`src/rtl/defuse_round_if.sv`:
```
// defuse_round_if: button/switch/LFSR inputs and screen/timer outputs of the round sequencer
interface defuse_round_if;
  logic       rand_btn;
  logic       set;
  logic [3:0] switch;
  logic       enable;
  logic       tick;
  logic [7:0] lfsr_val;
  logic       lfsr_step;
  logic [1:0] first;
  logic [1:0] second;
  logic [1:0] third;
  logic [1:0] fourth;
  logic [1:0] main;
  logic [2:0] check;
  logic [7:0] period;
  logic [1:0] strikes;
  logic [2:0] status;
  modport master (
    output rand_btn, set, switch, enable, tick, lfsr_val,
    input  lfsr_step, first, second, third, fourth, main, check, period, strikes, status
  );
  modport slave (
    input  rand_btn, set, switch, enable, tick, lfsr_val,
    output lfsr_step, first, second, third, fourth, main, check, period, strikes, status
  );
endinterface

```
`src/rtl/defuse_round_ctrl.sv`:
```
// defuse_round_ctrl: bomb-defuse round sequencer (scramble, arm, countdown, grading, strikes)
module defuse_round_ctrl #(
  parameter logic [7:0] TIME_LIMIT  = 8'd60,
  parameter logic [1:0] MAX_STRIKES = 2'd3
) (
  input logic          clk,
  input logic          rst,
  defuse_round_if.slave bus
);
  typedef enum logic [2:0] {IDLE, SHUFFLE, READY, ARMED, DEFUSED, EXPLODED} state_t;
  state_t     state, nxt;
  logic       rand_q, set_q, re, se, te, win;
  logic [1:0] first_n, second_n, third_n, fourth_n, main_n, idx, up;
  logic [7:0] period_n;
  logic [1:0] strikes_n;
  logic [3:0] key, eq;
  logic [2:0] chk;
  function automatic logic [3:0] key_of(input logic [1:0] a, b, c, d, m);
    return {a == m, b == m, c == m, d == m};
  endfunction
  always_comb begin
    re        = bus.enable & bus.rand_btn & ~rand_q;
    se        = bus.enable & bus.set & ~set_q;
    te        = bus.enable & bus.tick;
    idx       = bus.lfsr_val[5:4] ^ bus.lfsr_val[7:6];
    win       = bus.switch == key_of(bus.first, bus.second, bus.third, bus.fourth, bus.main);
    up        = (bus.strikes == MAX_STRIKES) ? MAX_STRIKES : bus.strikes + 2'd1;
    nxt       = state;
    first_n   = bus.first;
    second_n  = bus.second;
    third_n   = bus.third;
    fourth_n  = bus.fourth;
    main_n    = bus.main;
    period_n  = bus.period;
    strikes_n = bus.strikes;
    case (state)
      IDLE:    nxt = re ? SHUFFLE : IDLE;
      SHUFFLE: begin
        nxt       = READY;
        first_n   = bus.lfsr_val[1:0];
        second_n  = bus.lfsr_val[3:2];
        third_n   = bus.lfsr_val[5:4];
        fourth_n  = bus.lfsr_val[7:6];
        main_n    = idx == 2'd0 ? bus.lfsr_val[1:0] : idx == 2'd1 ? bus.lfsr_val[3:2] :
                    idx == 2'd2 ? bus.lfsr_val[5:4] : bus.lfsr_val[7:6];
        period_n  = TIME_LIMIT;
        strikes_n = 2'd0;
      end
      READY:   nxt = re ? SHUFFLE : se ? ARMED : READY;
      ARMED: begin
        if (se && win) nxt = DEFUSED;
        else begin
          strikes_n = se ? up : bus.strikes;
          period_n  = (te && bus.period != 8'd0) ? bus.period - 8'd1 : bus.period;
          if ((se && up == MAX_STRIKES) || (te && bus.period == 8'd1)) nxt = EXPLODED;
        end
      end
      DEFUSED, EXPLODED: nxt = re ? SHUFFLE : state;
      default: nxt = IDLE;
    endcase
    // grade against the screens that will be on display after this edge
    key = key_of(first_n, second_n, third_n, fourth_n, main_n);
    eq  = ~(bus.switch ^ key);
    chk = {2'b0, eq[0]} + {2'b0, eq[1]} + {2'b0, eq[2]} + {2'b0, eq[3]};
  end
  always_ff @(posedge clk or posedge rst) begin
    if (rst) begin
      state         <= IDLE;
      rand_q        <= 1'b0;
      set_q         <= 1'b0;
      bus.lfsr_step <= 1'b0;
      bus.first     <= 2'd0;
      bus.second    <= 2'd0;
      bus.third     <= 2'd0;
      bus.fourth    <= 2'd0;
      bus.main      <= 2'd0;
      bus.check     <= 3'd0;
      bus.period    <= 8'd0;
      bus.strikes   <= 2'd0;
    end else begin
      state         <= nxt;
      rand_q        <= bus.rand_btn;
      set_q         <= bus.set;
      bus.lfsr_step <= nxt == SHUFFLE;
      bus.first     <= first_n;
      bus.second    <= second_n;
      bus.third     <= third_n;
      bus.fourth    <= fourth_n;
      bus.main      <= main_n;
      bus.period    <= period_n;
      bus.strikes   <= strikes_n;
      bus.check     <= !bus.enable ? bus.check : (nxt == READY || nxt == ARMED) ? chk : 3'd0;
    end
  end
  assign bus.status = state;
endmodule

```
`src/flat_wrapper.sv`:
```
// flat-port wrapper written by rule: the top's interface ports become plain ports
module defuse_round_ctrl_flat 
#(
  parameter logic [7:0] TIME_LIMIT  = 8'd60,
  parameter logic [1:0] MAX_STRIKES = 2'd3
)
  (clk, rst, bus_rand_btn, bus_set, bus_switch, bus_enable, bus_tick, bus_lfsr_val, bus_lfsr_step, bus_first, bus_second, bus_third, bus_fourth, bus_main, bus_check, bus_period, bus_strikes, bus_status);
  defuse_round_if bus_i ();
  input logic clk;
  input logic rst;
  input wire logic [$bits(bus_i.rand_btn)-1:0] bus_rand_btn;
  input wire logic [$bits(bus_i.set)-1:0] bus_set;
  input wire logic [$bits(bus_i.switch)-1:0] bus_switch;
  input wire logic [$bits(bus_i.enable)-1:0] bus_enable;
  input wire logic [$bits(bus_i.tick)-1:0] bus_tick;
  input wire logic [$bits(bus_i.lfsr_val)-1:0] bus_lfsr_val;
  output wire logic [$bits(bus_i.lfsr_step)-1:0] bus_lfsr_step;
  output wire logic [$bits(bus_i.first)-1:0] bus_first;
  output wire logic [$bits(bus_i.second)-1:0] bus_second;
  output wire logic [$bits(bus_i.third)-1:0] bus_third;
  output wire logic [$bits(bus_i.fourth)-1:0] bus_fourth;
  output wire logic [$bits(bus_i.main)-1:0] bus_main;
  output wire logic [$bits(bus_i.check)-1:0] bus_check;
  output wire logic [$bits(bus_i.period)-1:0] bus_period;
  output wire logic [$bits(bus_i.strikes)-1:0] bus_strikes;
  output wire logic [$bits(bus_i.status)-1:0] bus_status;
  assign bus_i.rand_btn = bus_rand_btn;
  assign bus_i.set = bus_set;
  assign bus_i.switch = bus_switch;
  assign bus_i.enable = bus_enable;
  assign bus_i.tick = bus_tick;
  assign bus_i.lfsr_val = bus_lfsr_val;
  assign bus_lfsr_step = bus_i.lfsr_step;
  assign bus_first = bus_i.first;
  assign bus_second = bus_i.second;
  assign bus_third = bus_i.third;
  assign bus_fourth = bus_i.fourth;
  assign bus_main = bus_i.main;
  assign bus_check = bus_i.check;
  assign bus_period = bus_i.period;
  assign bus_strikes = bus_i.strikes;
  assign bus_status = bus_i.status;
  defuse_round_ctrl #(.TIME_LIMIT(TIME_LIMIT), .MAX_STRIKES(MAX_STRIKES)) u_core (.clk(clk), .rst(rst), .bus(bus_i));
endmodule
```
`config.mk`:
```
export PLATFORM = sky130hd
export DESIGN_NAME = defuse_round_ctrl_flat
export DESIGN_NICKNAME = d
export VERILOG_FILES = /design/src/rtl/defuse_round_if.sv /design/src/rtl/defuse_round_ctrl.sv /design/src/flat_wrapper.sv
export SDC_FILE = /design/constraint.sdc
export NUM_CORES = 1
export LEC_CHECK = 0
export BUFFER_PORTS_ARGS = -buffer_cell sky130_fd_sc_hd__buf_2
export CAP_MARGIN = 20
export CORE_ASPECT_RATIO = 0.75
export CORE_MARGIN = 4
export CORE_UTILIZATION = 40
export CTS_BUF_LIST = sky130_fd_sc_hd__clkbuf_16
export DETAILED_ROUTE_END_ITERATION = 8
export GPL_ROUTABILITY_DRIVEN = 0
export HOLD_SLACK_MARGIN = 0.1
export PLACE_DENSITY = 0.68
export SLEW_MARGIN = 5
export SYNTH_ARGS = -nofsm -noshare
export SYNTH_HDL_FRONTEND = slang
export SYNTH_SLANG_ARGS = --single-unit
```
`constraint.sdc`:
```
create_clock -name clk -period 3.54 [get_ports clk]
set_input_delay 0.354 -clock clk [delete_from_list [all_inputs] [get_ports clk]]
set_output_delay 0.354 -clock clk [all_outputs]
set_load 0.02 [all_outputs]
```
### Word-level counts from Yosys, hierarchy flattened

Cells that the tools add are included.

* register bits: 29
* output and inout bits: 27
* input port bits: 18

* bitwise gates (word level): 10
* add/subtract/negate cells: 5
* equality and inequality tests: 25
* muxes and demuxes: 23
* reductions and logical operators: 13

Operators by type and width (count)
* 2-bit two-way mux: 11
* 2-bit equality test: 8
* 8-bit two-way mux: 2
* 8-bit case mux with 2 select lines: 1
* 3-bit two-way mux: 5
* 3-bit case mux with 5 select lines: 1
* 3-bit by 2-bit equality test with 1-bit output (second input constant): 4
* 8-bit by 1-bit equality test with 1-bit output (second input constant): 1
* 8-bit nonzero test: 1
* 8-bit by 1-bit subtractor with 8-bit output (second input constant): 1
* 3-bit by 1-bit adder with 3-bit output: 2
* 2-bit equality test (second input constant): 3
* 3-bit by 1-bit equality test with 1-bit output (second input constant): 2
* 3-bit equality test (second input constant): 2
* 3-bit AND reduction: 2
* 1-bit AND: 5
* 4-bit equality test: 1
* 1-bit logical AND: 4
* 2-bit by 1-bit inequality test with 1-bit output (second input constant): 2
* 4-bit NOT: 1
* 2-bit case mux with 2 select lines: 1
* 4-bit bitwise XOR: 1
* 3-bit zero test: 1
* 1-bit by 1-bit adder with 2-bit output: 1
* 10 further kinds: 13

### Depth between registers and ports, before layout

Gate-level depths: netlist of the first run.

* word-level depth: 13
* mapped depth: 13

### Worst setup path after synthesis of the first run

OpenSTA, ideal clock, no wires.

* path type: flip-flop to flip-flop
* from: register u_core.state[2] (netlist: u_core.bus.status[2])
* to: register u_core.bus.check[1]
* path slack: 0.585 ns
* library setup time: 0.127 ns
* buffers on the path: 2
* data arrival time: 2.827 ns
* period minus slack after synthesis: 2.955 ns
* cell stages (with the launch flop): 12
* required time: 3.413 ns
* cell sequence: dfrtp_1 > clkbuf_1 > nor3b_2 > clkbuf_1 > o21ai_0 > o21ai_0 > xnor2_1 > ha_1 > fa_1 > ha_1 > mux2i_1 > nor2_1

* longest elaborated chain between the ends: 9

RTL lines
* start: declaration: RTL line defuse_round_ctrl.sv:11 `state_t state, nxt;`
* start signal: assignment: RTL line defuse_round_ctrl.sv:81 `state <= nxt;`
* 3-bit by 1-bit equality test with 1-bit output: RTL line defuse_round_ctrl.sv:36 `case (state)`
* 2-bit two-way mux: RTL line defuse_round_ctrl.sv:36
* 2-bit equality test: RTL line defuse_round_ctrl.sv:19 `return {a == m, b == m, c == m, d == m};`
* 4-bit bitwise XOR: RTL line defuse_round_ctrl.sv:63 `eq = ~(bus.switch ^ key);`
* 4-bit NOT: RTL line defuse_round_ctrl.sv:63
* 1-bit by 1-bit adder with 2-bit output: RTL line defuse_round_ctrl.sv:64 `chk = {2'b0, eq[0]} + {2'b0, eq[1]} + {2'b0, eq[2]} + {2'b0, eq[3]};`
* 3-bit by 1-bit adder with 3-bit output (2 in a row): RTL line defuse_round_ctrl.sv:64
* 3-bit two-way mux *: RTL line defuse_round_ctrl.sv:92 `bus.check <= !bus.enable ? bus.check : (nxt == READY || nxt == ARMED) ? chk : 3'd0;`
* end signal: assignment: RTL line defuse_round_ctrl.sv:92
* end: declaration: RTL line defuse_round_if.sv:25 `output lfsr_step, first, second, third, fourth, main, check, period, strikes, status`

Mark *: on every way between the ends. The rest lies on a longest branch, timed or not.
A chain may end at the register's enable or synchronous reset.

### Final worst setup path of the first run

* from: register u_core.state[2] (netlist: u_core.bus.status[2])
* to: register u_core.bus.check[1]

* longest elaborated chain between the ends: 9

RTL lines
* 3-bit by 1-bit equality test with 1-bit output *: RTL line defuse_round_ctrl.sv:36
* 2-bit two-way mux *: RTL line defuse_round_ctrl.sv:36
* net u_core.main_n[0]: RTL line defuse_round_ctrl.sv:13 `logic [1:0] first_n, second_n, third_n, fourth_n, main_n, idx, up;`
* 2-bit equality test: RTL line defuse_round_ctrl.sv:19
* 4-bit bitwise XOR *: RTL line defuse_round_ctrl.sv:63
* 4-bit NOT *: RTL line defuse_round_ctrl.sv:63
* 1-bit by 1-bit adder with 2-bit output: RTL line defuse_round_ctrl.sv:64
* 3-bit by 1-bit adder with 3-bit output: RTL line defuse_round_ctrl.sv:64
* 3-bit by 1-bit adder with 3-bit output *: RTL line defuse_round_ctrl.sv:64
* 3-bit two-way mux *: RTL line defuse_round_ctrl.sv:92

The timed path passes the listed nets; every way through them passes the cells marked *.

==> reports/metrics.cfg, run 1 <==
[setup_path]
path_common_cell = ha_1
required_ns = 3.68
end_kind = flop
critPathArrivalTime_ns = 3.13
critPathKind = flop to flop
r2r-start = u_core.bus.status[2]$_DFF_PP0_
path_max_fanout = 9
critPathCapture = u_core.bus.check[1]$_DFFE_PP0P_
rr_endpoint = u_core.bus.check[1]$_DFFE_PP0P_
worstRegToRegCells = 9
start_kind = flop
crit_path_max_incr_delay_ns = 0.57
cp_slowest_cell = nor3b_2
path_cells = nor3b_2 > a21oi_1 > a211oi_1 > xnor2_1 > ha_1 > fa_1 > ha_1 > mux2i_1 > nor2_1
r2r_slack_ns = 0.56
crit_start = u_core.bus.status[2]$_DFF_PP0_

[logic_synthesis]
synth_common_cells = nand2_1 (30), dfrtp_1 (29), nor2_1 (15)
synthCells = 226
ys_seq_area_share_pct = 36.66
yosysMostFrequentCell = nand2_1
ys.flop_type = dfrtp_1
synth_seq_cells = 29
syn_area_sq_mm = 0.001979
syn_avg_cell_area_sq_um = 8.758
yosysWarnings = 0
yosysUniqueCellTypes = 50
synthTopCellsByArea = dfrtp_1 (37%), nand2_1 (5.7%), xor2_1 (4.9%), mux2i_1 (4.0%), o21ai_0 (3.5%)
synth_top_cell_by_area = dfrtp_1
async_flop_share_pct = 100.0
yosysTopAreaCellShare_pct = 36.66
syn-num-nets = 250
synth_edf_count = 0

[final_layout]
syn_to_final_growth_pct = 19.91
final_nets = 292
filler_cell_count = 464
drive_above_1_share_pct = 23.79
diodes = 0

[sta]
rsz0062_at_grt = false
timing.hold.ws_ns = 0.1638
clock_skew_ns = 0.004147
max_slew_margin_pct = 56.89
finalSetupTns_ns = 0
setup-violations-final = 0
slew_violations = 0
min_period_over_period_pct = 84.31
worst_pin_slew_ns = 0.6460
fmax_mhz = 335.1
finalCriticalPeriod_ns = 2.985
final_hold_viol_count = 0

[route]
drc_errors = 0
vias_per_cell = 5.503
drt_wl_total_um = 4961
drtIter0Drc = 114
drt_first_pass_iters = 4
postRouteAntennaNets = 0
drt-wirelength-per-cell_um = 15.22
dr_total_vias = 1794

[floorplanning]
start_util_pct = 42.80
die_area_sq_mm = 0.006150
io_pins = 45
fp.dieW_um = 89.23
core_sq_mm = 0.004624
die_y_um = 68.92
rows = 21

[cts]
cts_buffers = 5
cts_tree = yes
clk_path_buf_depth = 2
htreeDepth = 2
clkTransAtPathRegs_ns = 0.05
cts_root_buf = clkbuf_16
ctsResizeCount = 0
ctsHoldBuffers = 0
clkSinkCount = 29
cts_setup_buffers = 0
clk_latency_ns = 0.27

[run]
cap_violations = 0

[placed_design]
place_hpwl_um = 3820
portBuffers = 44

[global_route]
grt_pass1_vias = 1672
antenna_found_initial = 0
grt_util_all_layers_pct = 17.50
overflow = 0
grt_first_pass_wirelength_um = 8176
grt_max_degree = 23

[outcome]
outcome = complete, no violations

[power_and_ir_drop]
p_leak_nw = 1.108
ir_drop_uv = 545.6
power.density_mw_per_mm2 = 935.1

[min_path]
worstHoldPathType = input pin to asynchronous set/reset pin

[sequential cells by signal, indices dropped and copies added, names as in the netlist]
signal / count
u_core.bus.first: 2
u_core.bus.lfsr_step: 1
u_core.bus.second: 2
u_core.bus.check: 3
u_core.rand_q: 1
u_core.set_q: 1
u_core.bus.status: 3
u_core.bus.strikes: 2
u_core.bus.third: 2
u_core.bus.main: 2
u_core.bus.period: 8
u_core.bus.fourth: 2
[cell usage in the layout (no fill, tap or decap), types with 6 or more instances in the layout]
cell type  instances
a21oi_1           10
buf_2             44
dfrtp_1           29
xor2_1            11
mux2i_1            8
nand2_1           30
nand3_1            8
a31oi_1            6
inv_1             10
xnor2_1            7
nor2_1            15
o21ai_0           14
[per-stage QoR]
step	utilization [%]	worst slack, ns	instance area [sq um]	power (mW)	std cells
floorplan	-	0.5855	1979	1.489	226
global route	51.33	0.3250	2374	2.428	326
finish	51.33	0.5554	2374	2.219	326
detailed placement	48.32	0.4217	2235	1.831	318
global placement	48.32	0.5662	2235	1.799	318
CTS	51.33	0.5544	2374	2.243	326
[routing by layer]
layer	wire, um	up-vias	global-route usage (%)
met3	316	4	4.157
li1	-	892	-
met2	2072	57	24.36
met5	0	-	0
met4	45	0	6.134
met1	2526	841	26.07
[critical path: cells and delay by family (launching register included)]
| family | cells | cell delay [ns] |
|---|---|---|
| muxes | 1 | 0.13 |
| adders and majority gates | 3 | 0.96 |
| DFF | 1 | 0.47 |
| xor gates and xnor gates | 1 | 0.16 |
| and+or+nand+nor | 2 | 0.62 |
| AOI/OAI and AO/OA | 2 | 0.52 |
[worst min path at each step]
stage / from / end / slack [ns]
after floorplan: bus_rand_btn / u_core.rand_q$_DFF_PP0_ / 0.39
after global placement: bus_set / u_core.set_q$_DFF_PP0_ / 0.48
after detailed placement: bus_set / u_core.set_q$_DFF_PP0_ / 0.48
after CTS: rst / u_core.bus.period[1]$_DFFE_PP0P_ / 0.19
after global routing: bus_set / u_core.set_q$_DFF_PP0_ / 0.19
final: rst / u_core.bus.period[1]$_DFFE_PP0P_ / 0.16
[kinds of logic after synthesis]
group	share of synthesized area, %
buffers and inverters	5.436
AND/OR/NAND/NOR	22.88
multiplexers	5.183
adder cells (fa/ha/maj)	4.678
AO/OA/AOI/OAI	17.19
flip-flops	36.66
XOR/XNOR	7.965
[final cells by class]
| class | count | area, sq um | area share (%) |
|---|---|---|---|
| inverters | 9 | 33.78 | 1.423 |
| flip-flops and latches | 29 | 725.7 | 30.57 |
| well taps | 57 | 71.32 | 3.005 |
| multi-input cells | 174 | 1146 | 48.29 |
| clock inverters | 3 | 13.76 | 0.5799 |
| repair buffers | 49 | 257.7 | 10.86 |
| clock buffers | 5 | 125.1 | 5.271 |
[where the power goes]
group	leakage (nW)	internal [mW]	switching, mW
registers	0.348	0.459	0.145
clock network	0.0748	0.254	0.139
logic	0.685	0.487	0.736
Note: power is estimated with default switching activity, not from simulation.
==> run 2: changes to the inputs <==
Clock period 3.54 ns to 3.11 ns, I/O delays scaled along.
==> run 2 against run 1 <==
Net effect:
- combinational power rose by 14%
- worst hold slack got worse by 0.063 ns
- setup slack got worse by 0.19 ns
- clock skew rose by 0.00090 ns
- global-route usage rose by 0.14 points
- via count fell by 0.56%
- fmax rose by 8.9%
- first-iteration DRC count rose by 5.3%
- largest cell class unchanged
- cell count did not move
- register-to-register slack got worse by 0.19 ns
- sequential share of layout area barely moved
- design area barely moved
==> reports/metrics.cfg, run 2 (synthesis results as in run 1) <==
[outcome]
outcome = complete, no violations

[final_layout]
final_nets = 293  ; +0.34%
largest_reg_flops = 8  ; unchanged
filler_cell_count = 462  ; -0.43%
diodes = 0  ; unchanged
top_register = u_core.bus.period
syn_to_final_growth_pct = 19.97  ; about the same
layout_common_cells = buf_2 (44), nand2_1 (30), dfrtp_1 (29)
final_common_cell = buf_2
drive_above_1_share_pct = 23.42  ; -0.37 points

[cts]
ctsHoldBuffers = 0  ; unchanged
ctsResizeCount = 0  ; unchanged
cts_tree = yes
clk_path_buf_depth = 2  ; unchanged
cts_root_buf = clkbuf_16
clkSinkCount = 29  ; unchanged
cts_setup_buffers = 0  ; unchanged
htreeDepth = 2  ; unchanged
clk_latency_ns = 0.27  ; about the same
cts_buffers = 5  ; unchanged
clkTransAtPathRegs_ns = 0.05  ; about the same

[route]
vias_per_cell = 5.472  ; -0.56%
drtIter0Drc = 120  ; +5.3%
drt_first_pass_iters = 4  ; unchanged
dr_total_vias = 1784  ; -0.56%
drt-wirelength-per-cell_um = 15.65  ; +2.8%
drc_errors = 0  ; unchanged
drt_wl_total_um = 5102  ; +2.8%
postRouteAntennaNets = 0  ; unchanged

[setup_path]
path_max_fanout = 17  ; +8
required_ns = 3.26  ; -0.42 ns
cp_num_buf_inv = 1  ; +1
critPathKind = flop to flop
rr_endpoint = u_core.bus.check[1]$_DFFE_PP0P_
crit_family = adder cells
end_kind = flop
crit_path_max_incr_delay_ns = 0.47  ; -0.10 ns
cp_slowest_cell = dfrtp_1
start_kind = flop
critPathArrivalTime_ns = 2.88  ; -0.25 ns
r2r_slack_ns = 0.37  ; -0.19 ns
path_cells = nor3b_2 > buf_4 > nor2_1 > a21oi_1 > a211oi_1 > xnor2_1 > ha_1 > fa_1 > ha_1 > mux2i_1 > nor2_1
r2r-start = u_core.bus.status[2]$_DFF_PP0_
worstRegToRegCells = 11  ; +2

[global_route]
grt_util_all_layers_pct = 17.65  ; +0.14 points
antenna_found_initial = 0  ; unchanged
grt_max_degree = 30  ; +30%
overflow = 0  ; unchanged
grt_first_pass_wirelength_um = 8190  ; +0.17%
grt_pass1_vias = 1653  ; -1.1%

[floorplanning]
fp.dieW_um = 89.23  ; unchanged
io_pins = 45  ; unchanged
core_sq_mm = 0.004624  ; unchanged
die_y_um = 68.92  ; unchanged
start_util_pct = 42.80  ; unchanged
die_area_sq_mm = 0.006150  ; unchanged
rows = 21  ; unchanged

[power_and_ir_drop]
power.density_mw_per_mm2 = 1062  ; +14%
p_leak_nw = 1.107  ; -0.13%
p_total_mw = 2.522  ; +14%
ir_drop_uv = 553.2  ; +1.4%

[sta]
slew_violations = 0  ; unchanged
final_hold_viol_count = 0  ; unchanged
fmax_mhz = 365.0  ; +8.9%
max_slew_margin_pct = 57.85  ; +0.97 points
finalSetupTns_ns = 0  ; unchanged
setup-violations-final = 0  ; unchanged
min_period_over_period_pct = 88.09  ; +3.8 points
worst_pin_slew_ns = 0.6293  ; -0.01673 ns
finalCriticalPeriod_ns = 2.740  ; -0.2449 ns
rsz0062_at_grt = false
clock_skew_ns = 0.005045  ; +0.0008980 ns

[placed_design]
portBuffers = 44  ; unchanged
place_hpwl_um = 3805  ; -0.38%

[run]
cap_violations = 0  ; unchanged

[min_path]
worstHoldPathType = input pin to asynchronous set/reset pin

run 2: cell count changes in the layout (fill, tap and decap cells not counted), sizes merged:
cell / previous run / this run
buf: 49 / 50
clkinv: 2 / 1
run 2: worst register-to-register path, stage by stage (launching register included):
cell and delay, ns:
dfrtp_1 0.47, nor3b_2 0.19, buf_4 0.24, nor2_1 0.07, a21oi_1 0.24, a211oi_1 0.14
xnor2_1 0.14, ha_1 0.29, fa_1 0.39, ha_1 0.28, mux2i_1 0.13, nor2_1 0.05
run 2: layout make-up:
| type | count | area [sq um] | share of cell area, % |
|---|---|---|---|
| Clock inverter | 2 | 7.507 | 0.3161 |
| Clock buffer | 5 | 125.1 | 5.269 |
| Sequential cell | 29 | 725.7 | 30.56 |
| Inverter | 9 | 33.78 | 1.423 |
| Timing Repair Buffer | 50 | 265.3 | 11.17 |
| Multi-Input combinational cell | 174 | 1146 | 48.26 |
| Tap cell | 57 | 71.32 | 3.003 |
run 2: report_power, final:
part | switching [mW] | total (mW) | leakage (nW) | internal [mW]
Clock | 0.152 | 0.436 | 0.0685 | 0.285
Combinational | 0.834 | 1.39 | 0.690 | 0.555
Sequential | 0.173 | 0.696 | 0.348 | 0.523
run 2: per-layer routing:
metal	up-vias	GRT usage [%]	wire, um
li1	885	-	-
met1	845	26.35	2567
met2	52	24.26	2134
met3	2	4.751	364
met4	0	5.576	36
met5	-	0	0
run 2: how the worst max path moves through the flow:
stage / start / to / slack, ns / cells past startpoint
6_report: u_core.bus.status[2]$_DFF_PP0_ / u_core.bus.check[1]$_DFFE_PP0P_ / 0.37 / 11
3_5_place_dp: bus_lfsr_val[4] / u_core.bus.check[1]$_DFFE_PP0P_ / 0.12 / 12
2_1_floorplan: u_core.bus.status[2]$_DFF_PP0_ / u_core.bus.check[1]$_DFFE_PP0P_ / 0.16 / 11
4_1_cts: u_core.bus.status[0]$_DFF_PP0_ / u_core.bus.check[1]$_DFFE_PP0P_ / 0.38 / 11
5_1_grt: u_core.bus.status[2]$_DFF_PP0_ / u_core.bus.check[1]$_DFFE_PP0P_ / 0.14 / 11
3_3_place_gp: bus_lfsr_val[4] / u_core.bus.check[1]$_DFFE_PP0P_ / 0.20 / 12
run 2: metrics by stage:
stage / instances / setup slack (ns) / area, sq um / hold WS [ns] / utilization, %
2_1_floorplan: 226 / 0.1555 / 1979 / 0.3424 / -
3_3_place_gp: 319 / 0.2020 / 2242 / 0.4062 / 48.48
3_5_place_dp: 319 / 0.1213 / 2242 / 0.4091 / 48.48
5_1_grt: 326 / 0.1385 / 2375 / 0.1523 / 51.35
6_report: 326 / 0.3703 / 2375 / 0.1010 / 51.35
4_1_cts: 326 / 0.3803 / 2375 / 0.1169 / 51.35
==> run 3: changes to the inputs <==
Settings changed: CORE_UTILIZATION 40 to 30, PLACE_DENSITY 0.68 to 0.55.
==> run 3 against run 2 <==
Net effect:
- sequential power up 0.9%
- clock skew up 0.0015 ns
- non-clock buffer count up 1
- fmax down 0.55%
- critical path type unchanged
- setup slack worse by 0.015 ns
- flip-flop and latch count unchanged
- sequential share of layout area down 0.48 points
- clock-buffer cell count unchanged
- core utilization down 13 points
- power up 0.50%
==> reports/metrics.cfg, run 3 (synthesis results as in run 1) <==
[sta]
setup-violations-final = 0  ; unchanged
slew_violations = 0  ; unchanged
final_hold_viol_count = 0  ; unchanged
finalCriticalPeriod_ns = 2.755  ; +0.01527 ns
max_slew_margin_pct = 48.43  ; -9.4 points
min_period_over_period_pct = 88.58  ; +0.49 points
worst_pin_slew_ns = 0.7727  ; +0.1434 ns
setup_slack_ns = 0.3550  ; -0.01527 ns
timing.hold.ws_ns = 0.1630  ; +0.06195 ns
finalSetupTns_ns = 0  ; unchanged
clock_skew_ns = 0.006539  ; +0.001494 ns
rsz0062_at_grt = false
fmax_mhz = 363.0  ; -0.55%

[power_and_ir_drop]
ir_drop_uv = 289.1  ; -48%
power.density_mw_per_mm2 = 1050  ; -1.1%
p_leak_nw = 1.112  ; +0.49%
p_total_mw = 2.534  ; +0.50%

[global_route]
overflow = 0  ; unchanged
grt_first_pass_wirelength_um = 8252  ; +0.76%
grt_util_all_layers_pct = 13.34  ; -4.3 points
antenna_found_initial = 0  ; unchanged
grt_max_degree = 20  ; -33%
grt_pass1_vias = 1581  ; -4.4%

[floorplanning]
die_y_um = 78.35  ; +14%
rows = 25  ; +19%
io_pins = 45  ; unchanged
core_sq_mm = 0.006350  ; +37%
die_area_sq_mm = 0.007975  ; +30%
start_util_pct = 31.17  ; -12 points
fp.dieW_um = 101.8  ; +14%

[cts]
clkSinkCount = 29  ; unchanged
clk_path_buf_depth = 2  ; unchanged
cts_root_buf = clkbuf_16
ctsHoldBuffers = 0  ; unchanged
clkTransAtPathRegs_ns = 0.05  ; about the same
cts_buffers = 5  ; unchanged
ctsResizeCount = 0  ; unchanged
cts_setup_buffers = 0  ; unchanged
htreeDepth = 2  ; unchanged
cts_tree = yes
clk_latency_ns = 0.27  ; about the same

[placed_design]
place_hpwl_um = 3969  ; +4.3%
post-place-ws_ns = 0.1137  ; -0.007584 ns
placed_cell_area_sq_mm = 0.002280  ; +1.7%
portBuffers = 44  ; unchanged
dp_cells = 344  ; +7.8%

[run]
cap_violations = 0  ; unchanged

[route]
drt_wl_total_um = 5151  ; +0.96%
drc_errors = 0  ; unchanged
postRouteAntennaNets = 0  ; unchanged
dr_total_vias = 1799  ; +0.84%
drtIter0Drc = 116  ; -3.3%
vias_per_cell = 5.125  ; -6.3%
drt-wirelength-per-cell_um = 14.68  ; -6.2%
drt_first_pass_iters = 4  ; unchanged

[setup_path]
r2r-start = u_core.bus.status[0]$_DFF_PP0_
required_ns = 3.25  ; about the same
r2r_slack_ns = 0.36  ; -0.02 ns
crit_start = u_core.bus.status[0]$_DFF_PP0_
critPathCapture = u_core.bus.check[1]$_DFFE_PP0P_
critPathKind = flop to flop
worstRegToRegCells = 11  ; unchanged
critPathArrivalTime_ns = 2.90  ; +0.02 ns
start_kind = flop
rr_endpoint = u_core.bus.check[1]$_DFFE_PP0P_
path_max_fanout = 7  ; -10
end_kind = flop

[final_layout]
filler_cell_count = 652  ; +41%
stdcell_count = 351  ; +7.7%
final_common_cell = buf_2
syn_to_final_growth_pct = 21.87
final_util_pct = 37.99  ; -13 points
layout_common_cells = buf_2 (44), nand2_1 (30), dfrtp_1 (29)
drive_above_1_share_pct = 23.70  ; +0.28 points
area.sequential_sq_um = 725.7  ; unchanged
diodes = 0  ; unchanged
largest_reg_flops = 8  ; unchanged
final_nets = 294  ; +0.34%
top_register = u_core.bus.period
stdcell_area_sq_mm = 0.002412  ; +1.6%
multiInputGateArea_sq_mm = 0.001146  ; unchanged

[min_path]
worstHoldPathType = input pin to flop

[outcome]
outcome = complete, no violations

[run 3: cell types whose count changed in the layout (fill, tap and decap cells not counted), sizes merged]
| cell | previous run | this run |
|---|---|---|
| buf | 50 | 51 |
[run 3: critical path, cell delays in order (launching register included)]
cell and delay, ns:
dfrtp_1 0.45, nor2b_1 0.22, nand2b_1 0.11, a311oi_1 0.22
a21oi_1 0.08, a211oi_1 0.27, xnor2_1 0.16, ha_1 0.26
fa_1 0.41, ha_1 0.28, mux2i_1 0.13, nor2_1 0.05
[run 3: how the worst min path moves through the flow]
stage | to | cells after the start | slack, ns | startpoint
2_1_floorplan | u_core.rand_q$_DFF_PP0_ | 0 | 0.34 | bus_rand_btn
3_3_place_gp | u_core.set_q$_DFF_PP0_ | 1 | 0.43 | bus_set
3_5_place_dp | u_core.rand_q$_DFF_PP0_ | 1 | 0.44 | bus_rand_btn
4_1_cts | u_core.rand_q$_DFF_PP0_ | 1 | 0.15 | bus_rand_btn
5_1_grt | u_core.rand_q$_DFF_PP0_ | 1 | 0.16 | bus_rand_btn
6_report | u_core.rand_q$_DFF_PP0_ | 1 | 0.16 | bus_rand_btn
[run 3: power by group]
| part | internal, mW | switching, mW |
|---|---|---|
| combinational | 0.559 | 0.829 |
| sequential | 0.522 | 0.179 |
| clock | 0.285 | 0.160 |
[run 3: metal layers]
layer  track usage, %  vias up  share of wire (%)
li1                 -      891                  -
met2            17.43       50                 40
met5                0        -                  0
met3            3.996        5                6.3
met4            3.984        0               0.91
met1            20.58      853                 53
[run 3: layout make-up]
| type | instances | area share, % |
|---|---|---|
| inverter | 9 | 1.400 |
| clock inverter | 2 | 0.3112 |
| multi-input combinational | 174 | 47.51 |
| timing repair buffer | 51 | 11.31 |
| clock buffer | 5 | 5.187 |
| tap | 81 | 4.201 |
| sequential | 29 | 30.08 |
